--- config.mk ---
export PLATFORM = sky130hd
export DESIGN_NAME = wash_timing_unit
export DESIGN_NICKNAME = d
export VERILOG_FILES = /design/src/rtl/wash_timing_unit.sv
export SDC_FILE = /design/constraint.sdc
export NUM_CORES = 1
export LEC_CHECK = 0
export CAP_MARGIN = 20
export CORE_MARGIN = 5
export CORE_UTILIZATION = 62
export DETAILED_ROUTE_END_ITERATION = 10
export GPL_ROUTABILITY_DRIVEN = 0
export PLACE_DENSITY = 0.92
export SYNTH_ARGS = -nofsm -noshare
export SYNTH_HDL_FRONTEND = slang
export SYNTH_SLANG_ARGS = --single-unit
--- constraint.sdc ---
create_clock -name clk -period 4.12 [get_ports clk]
set_input_delay 0.412 -clock clk [delete_from_list [all_inputs] [get_ports clk]]
set_output_delay 0.412 -clock clk [all_outputs]
set_load 0.02 [all_outputs]
--- src/rtl/wash_timing_unit.sv ---
// Washer phase tracker: debounced level flags, tick-based wash/spin timeouts.
// Optional fill/drain watchdog enabled by defining WASH_FAULT_WATCHDOG_EN.
module wash_timing_unit #(
  parameter int unsigned CLK_PER_TICK = 100,
  parameter int unsigned WASH_TICKS   = 600,
  parameter int unsigned SPIN_TICKS   = 300,
  parameter int unsigned FULL_LEVEL   = 200,
  parameter int unsigned EMPTY_LEVEL  = 10,
  parameter int unsigned DEBOUNCE     = 4,
  parameter int unsigned LIMIT_TICKS  = 900
) (
  input  logic       clk,
  input  logic       rst,
  input  logic [7:0] level_raw,
  input  logic       door_lock,
  input  logic       fill_valve_on,
  input  logic       drain_valve_on,
  input  logic       motor_on,
  output logic       filled,
  output logic       drained,
  output logic       cycle_timeout,
  output logic       spin_timeout,
  output logic       fault
);

  localparam int unsigned PW = (CLK_PER_TICK > 1) ? $clog2(CLK_PER_TICK) : 1;
  localparam int unsigned TW = 16;
  localparam int unsigned DW = $clog2(DEBOUNCE + 1);

  typedef enum logic [2:0] {
    S_IDLE, S_FILL, S_HOLD, S_WASH, S_DRAIN, S_SPIN
  } state_e;

  state_e          state_q, state_d;
  logic [PW-1:0]   presc_q, presc_d;
  logic [TW-1:0]   tick_q, tick_d;
  logic            cyc_to_q, cyc_to_d;
  logic            spin_to_q, spin_to_d;
  logic            full_q, full_d;
  logic            empty_q, empty_d;
  logic [DW-1:0]   full_cnt_q, full_cnt_d;
  logic [DW-1:0]   empty_cnt_q, empty_cnt_d;
  logic            clr;
  logic            tick_en;
  logic            tick_sat;
  logic            full_hit;
  logic            empty_hit;

  always_ff @(posedge clk or negedge rst) begin
    if (!rst) begin
      state_q     <= S_IDLE;
      presc_q     <= '0;
      tick_q      <= '0;
      cyc_to_q    <= 1'b0;
      spin_to_q   <= 1'b0;
      full_q      <= 1'b0;
      empty_q     <= 1'b0;
      full_cnt_q  <= '0;
      empty_cnt_q <= '0;
    end else begin
      state_q     <= state_d;
      presc_q     <= presc_d;
      tick_q      <= tick_d;
      cyc_to_q    <= cyc_to_d;
      spin_to_q   <= spin_to_d;
      full_q      <= full_d;
      empty_q     <= empty_d;
      full_cnt_q  <= full_cnt_d;
      empty_cnt_q <= empty_cnt_d;
    end
  end

  always_comb begin
    state_d     = state_q;
    presc_d     = presc_q;
    tick_d      = tick_q;
    cyc_to_d    = 1'b0;
    spin_to_d   = 1'b0;
    full_d      = full_q;
    empty_d     = empty_q;
    full_cnt_d  = '0;
    empty_cnt_d = '0;
    tick_sat    = 1'b0;

    // Phase sequencing; an open door aborts to IDLE from anywhere.
    if (!door_lock) begin
      state_d = S_IDLE;
    end else begin
      case (state_q)
        S_IDLE:  if (fill_valve_on)  state_d = S_FILL;
        S_FILL:  if (!fill_valve_on) state_d = S_HOLD;
        S_HOLD: begin
          if (fill_valve_on)  state_d = S_FILL;
          else if (motor_on)  state_d = S_WASH;
        end
        S_WASH:  if (drain_valve_on) state_d = S_DRAIN;
        S_DRAIN: if (motor_on)       state_d = S_SPIN;
        S_SPIN:  if (!motor_on)      state_d = S_IDLE;
        default: state_d = S_IDLE;
      endcase
    end

    // Counter holds once the phase's timeout (or watchdog limit) is reached.
    case (state_q)
      S_WASH:          tick_sat = (tick_q >= TW'(WASH_TICKS));
      S_SPIN:          tick_sat = (tick_q >= TW'(SPIN_TICKS));
      S_FILL, S_DRAIN: tick_sat = (tick_q >= TW'(LIMIT_TICKS));
      default:         tick_sat = (tick_q == {TW{1'b1}});
    endcase

    clr     = !door_lock || (state_d != state_q);
    tick_en = (presc_q == PW'(CLK_PER_TICK - 1));

    if (clr) begin
      presc_d = '0;
      tick_d  = '0;
    end else begin
      presc_d = tick_en ? '0 : presc_q + PW'(1);
      if (tick_en && !tick_sat) tick_d = tick_q + TW'(1);
    end

    cyc_to_d  = !clr && (state_q == S_WASH) && tick_en &&
                (tick_q == TW'(WASH_TICKS - 1));
    spin_to_d = !clr && (state_q == S_SPIN) && tick_en &&
                (tick_q == TW'(SPIN_TICKS - 1));

    // Level flags flip only after DEBOUNCE consecutive disagreeing samples.
    full_hit  = (level_raw >= 8'(FULL_LEVEL));
    empty_hit = (level_raw <= 8'(EMPTY_LEVEL));
    if (full_hit != full_q) begin
      if (full_cnt_q == DW'(DEBOUNCE - 1)) full_d = !full_q;
      else                                 full_cnt_d = full_cnt_q + DW'(1);
    end
    if (empty_hit != empty_q) begin
      if (empty_cnt_q == DW'(DEBOUNCE - 1)) empty_d = !empty_q;
      else                                  empty_cnt_d = empty_cnt_q + DW'(1);
    end
  end

`ifdef WASH_FAULT_WATCHDOG_EN
  logic fault_q, fault_d;

  always_comb begin
    fault_d = fault_q |
              (((state_q == S_FILL) || (state_q == S_DRAIN)) &&
               (tick_q >= TW'(LIMIT_TICKS)));
  end

  always_ff @(posedge clk or negedge rst) begin
    if (!rst) fault_q <= 1'b0;
    else      fault_q <= fault_d;
  end

  assign fault = fault_q;
`else
  assign fault = 1'b0;
`endif

  assign filled        = full_q;
  assign drained       = empty_q;
  assign cycle_timeout = cyc_to_q;
  assign spin_timeout  = spin_to_q;

endmodule

==> out/metrics.yaml <==
die:
  rows: 21
  dieArea_sq_mm: 0.00472
  ios: 19
  start_util: 0.640
  fp.dieH_um: 68.7
  die_w_um: 68.7
  coreArea_sq_mm: 0.00334
timing:
  rsz0062_at_grt: "false"
  finClkSkew_ns: 0.00302
  final.min_clock_period_ns: 2.79
  min_period_over_period: 0.676
  max_slew_margin: 0.561
  finalSetupViolCount: 0
  drv_slew: 0
  hold_viol: 0
  fmax_mhz: 359
  worstMarginPinSlew_ns: 0.651
  setup-tns-final_ns: 0
clock_tree:
  h-tree-depth: 2
  post-cts-setup-buffer-count: 0
  cts_buffers: 5
  clk_pin_slew_ns: 0.10
  cts_tree: "built"
  ctsResizeCount: 0
  cts.sinks: 36
  cts_buffer_depth: 2
  postCtsHoldBufs: 0
  clkLatencyLatePin_ns: 0.34
  cts_root_buf: "clkbuf_4"
worst_setup_path:
  arrival_ns: 3.05
  critical_path_class: "flop to flop"
  crit_buf_inv: 0
  required_ns: 4.39
  crit_path_max_fanout: 21
  slowest_delay_ns: 0.57
  cp-end-kind: "flop"
  crit_path_cell_trace: "or4_4 > or4_4 > o221ai_4 > nand3_2 > or4_1 > a21oi_1"
  slowest_stage: "or4_4"
  cp_top_family: "simple AND/OR/NAND/NOR gates"
  critPathLaunchType: "flop"
  cpMostUsedCell: "or4_4"
synth:
  synth_seq_area_share: 0.422
  synth.cells.most_frequent: "dfrtp_1, nor2_1, nand2_1, inv_1"
  synth.area.top_cells: "dfrtp_1, nor2_1, nand2_1, ha_1, or4_1"
  synth_most_common_cell: "dfrtp_1"
  synthArstFlopShare: 1.00
  syn_avg_cell_area_sq_um: 9.57
  synth_ff_type: "dfrtp_1"
  synth_seq_cells: 36
  syn_nets: 242
  synth_area_leader_cell: "dfrtp_1"
  synth_warnings: 0
  syn_inst: 223
  netlist.area_leader.share: 0.422
  synth-edff-count: 0
  synth_cell_type_count: 56
  syn-cell-area_sq_mm: 0.00213
cells_and_area:
  num-fill-cells: 246
  drive_gt1_frac: 0.0879
  antenna_cells: 0
  final_core_util: 0.705
  finalNonFillerCells: 285
  design_area_sq_mm: 0.00235
  finalNetCount: 257
  syn2layout_area_growth_pct: 10.3
run_status:
  status: "completed"
global_routing:
  grtUsageTotal: 0.205
  grt_overflow: 0
  grt_first_pass_wirelength_um: 7270
  antenna_found_initial: 0
  grt_max_degree: 37
  grt_pass1_vias: 1701
route:
  drt_wl_total_um: 4080
  ant_nets: 0
  vias: 1686
  drt-pass1-iter-count: 5
  via_per_inst: 5.92
  drc: 0
  drt_iter0_drc: 190
  wl_per_cell_um: 14.3
power:
  ir_worst_vdd_uv: 220
  leakagePower_nw: 0.969
  p_per_area_mw_per_mm2: 307
  finalPower_uw: 723
place:
  port_buffers: 17
  post-place-cells: 277
  placed_area_sq_mm: 0.00229
  dpl.hpwl_um: 2920
flow_run:
  drv_cap: 0
hold_path:
  hold_path_class: "flop to flop"
[layout make-up]
type	count	area, sq um	share of cell area
Multi-Input combinational cell	165	1110	0.470
Sequential cell	36	901	0.383
Timing Repair Buffer	19	185	0.0787
Tap cell	46	57.6	0.0245
Clock buffer	6	51.3	0.0218
Inverter	11	41.3	0.0175
Clock inverter	2	10.0	0.00425
[cell families after synthesis]
group | after synthesis | share of synthesized area
DFF | 36 | 0.422
other | 1 | 0.00176
AOI/OAI and AO/OA | 37 | 0.134
adders and majority gates | 5 | 0.0293
buffers and inverters | 22 | 0.0592
xor gates and xnor gates | 12 | 0.0492
muxes | 3 | 0.0141
and+or+nand+nor | 107 | 0.290
[layer usage]
layer,vias to the layer above,track usage,share of wire
li1,834,-,-
met1,797,0.251,0.44
met2,43,0.350,0.50
met3,12,0.0389,0.039
met4,0,0.0844,0.020
met5,-,0,0
[where the power goes]
part | switching (mW) | leakage, nW | internal [mW]
registers | 0.0184 | 0.497 | 0.380
logic | 0.0665 | 0.434 | 0.0603
clock network | 0.116 | 0.0380 | 0.0812
[stage by stage]
stage	hold slack (ns)	setup WS, ns
global route	0.462	1.17
global placement	0.431	1.27
detailed placement	0.435	1.16
floorplan	0.116	1.70
CTS	0.449	1.35
finish	0.443	1.33
[path summary, 6_finish.rpt]
path / start / to / slack [ns] / cells after the start
worst max-delay path: tick_q[12] / tick_q[12] / 1.33 / 6
worst max register to register: tick_q[12] / tick_q[12] / 1.33 / 6
worst min-delay path: full_cnt_q[0] / full_cnt_q[0] / 0.44 / 1
max in group asynchronous: rst / empty_cnt_q[2] / 3.34 / 2
min in group asynchronous: rst / tick_q[14] / 0.47 / 2
worst min register to register: full_cnt_q[0] / full_cnt_q[0] / 0.44 / 1
[sequential cells by signal, indices dropped and copies added, names as in the netlist]
signal	cells
spin_timeout	1
presc_q	7
tick_q	16
empty_cnt_q	3
full_cnt_q	3
filled	1
state_q	3
drained	1
cycle_timeout	1
[layout by cell type, fill, tap and decap left out, drive strengths merged, types with 6 or more instances in the layout]
cell type | netlist | routed
nand4 | 8 | 8
a21oi | 8 | 8
nor2 | 19 | 19
dfrtp | 36 | 36
xnor2 | 6 | 6
nand2b | 7 | 7
nand3 | 8 | 8
o21ai | 7 | 7
clkbuf | 5 | 6
nor3b | 6 | 6
nand2 | 18 | 18
inv | 11 | 11
clkdlybuf4s50 | 0 | 17
xor2 | 6 | 6
or4 | 9 | 9
o211ai | 6 | 6
(Power assumes the default switching activity.)
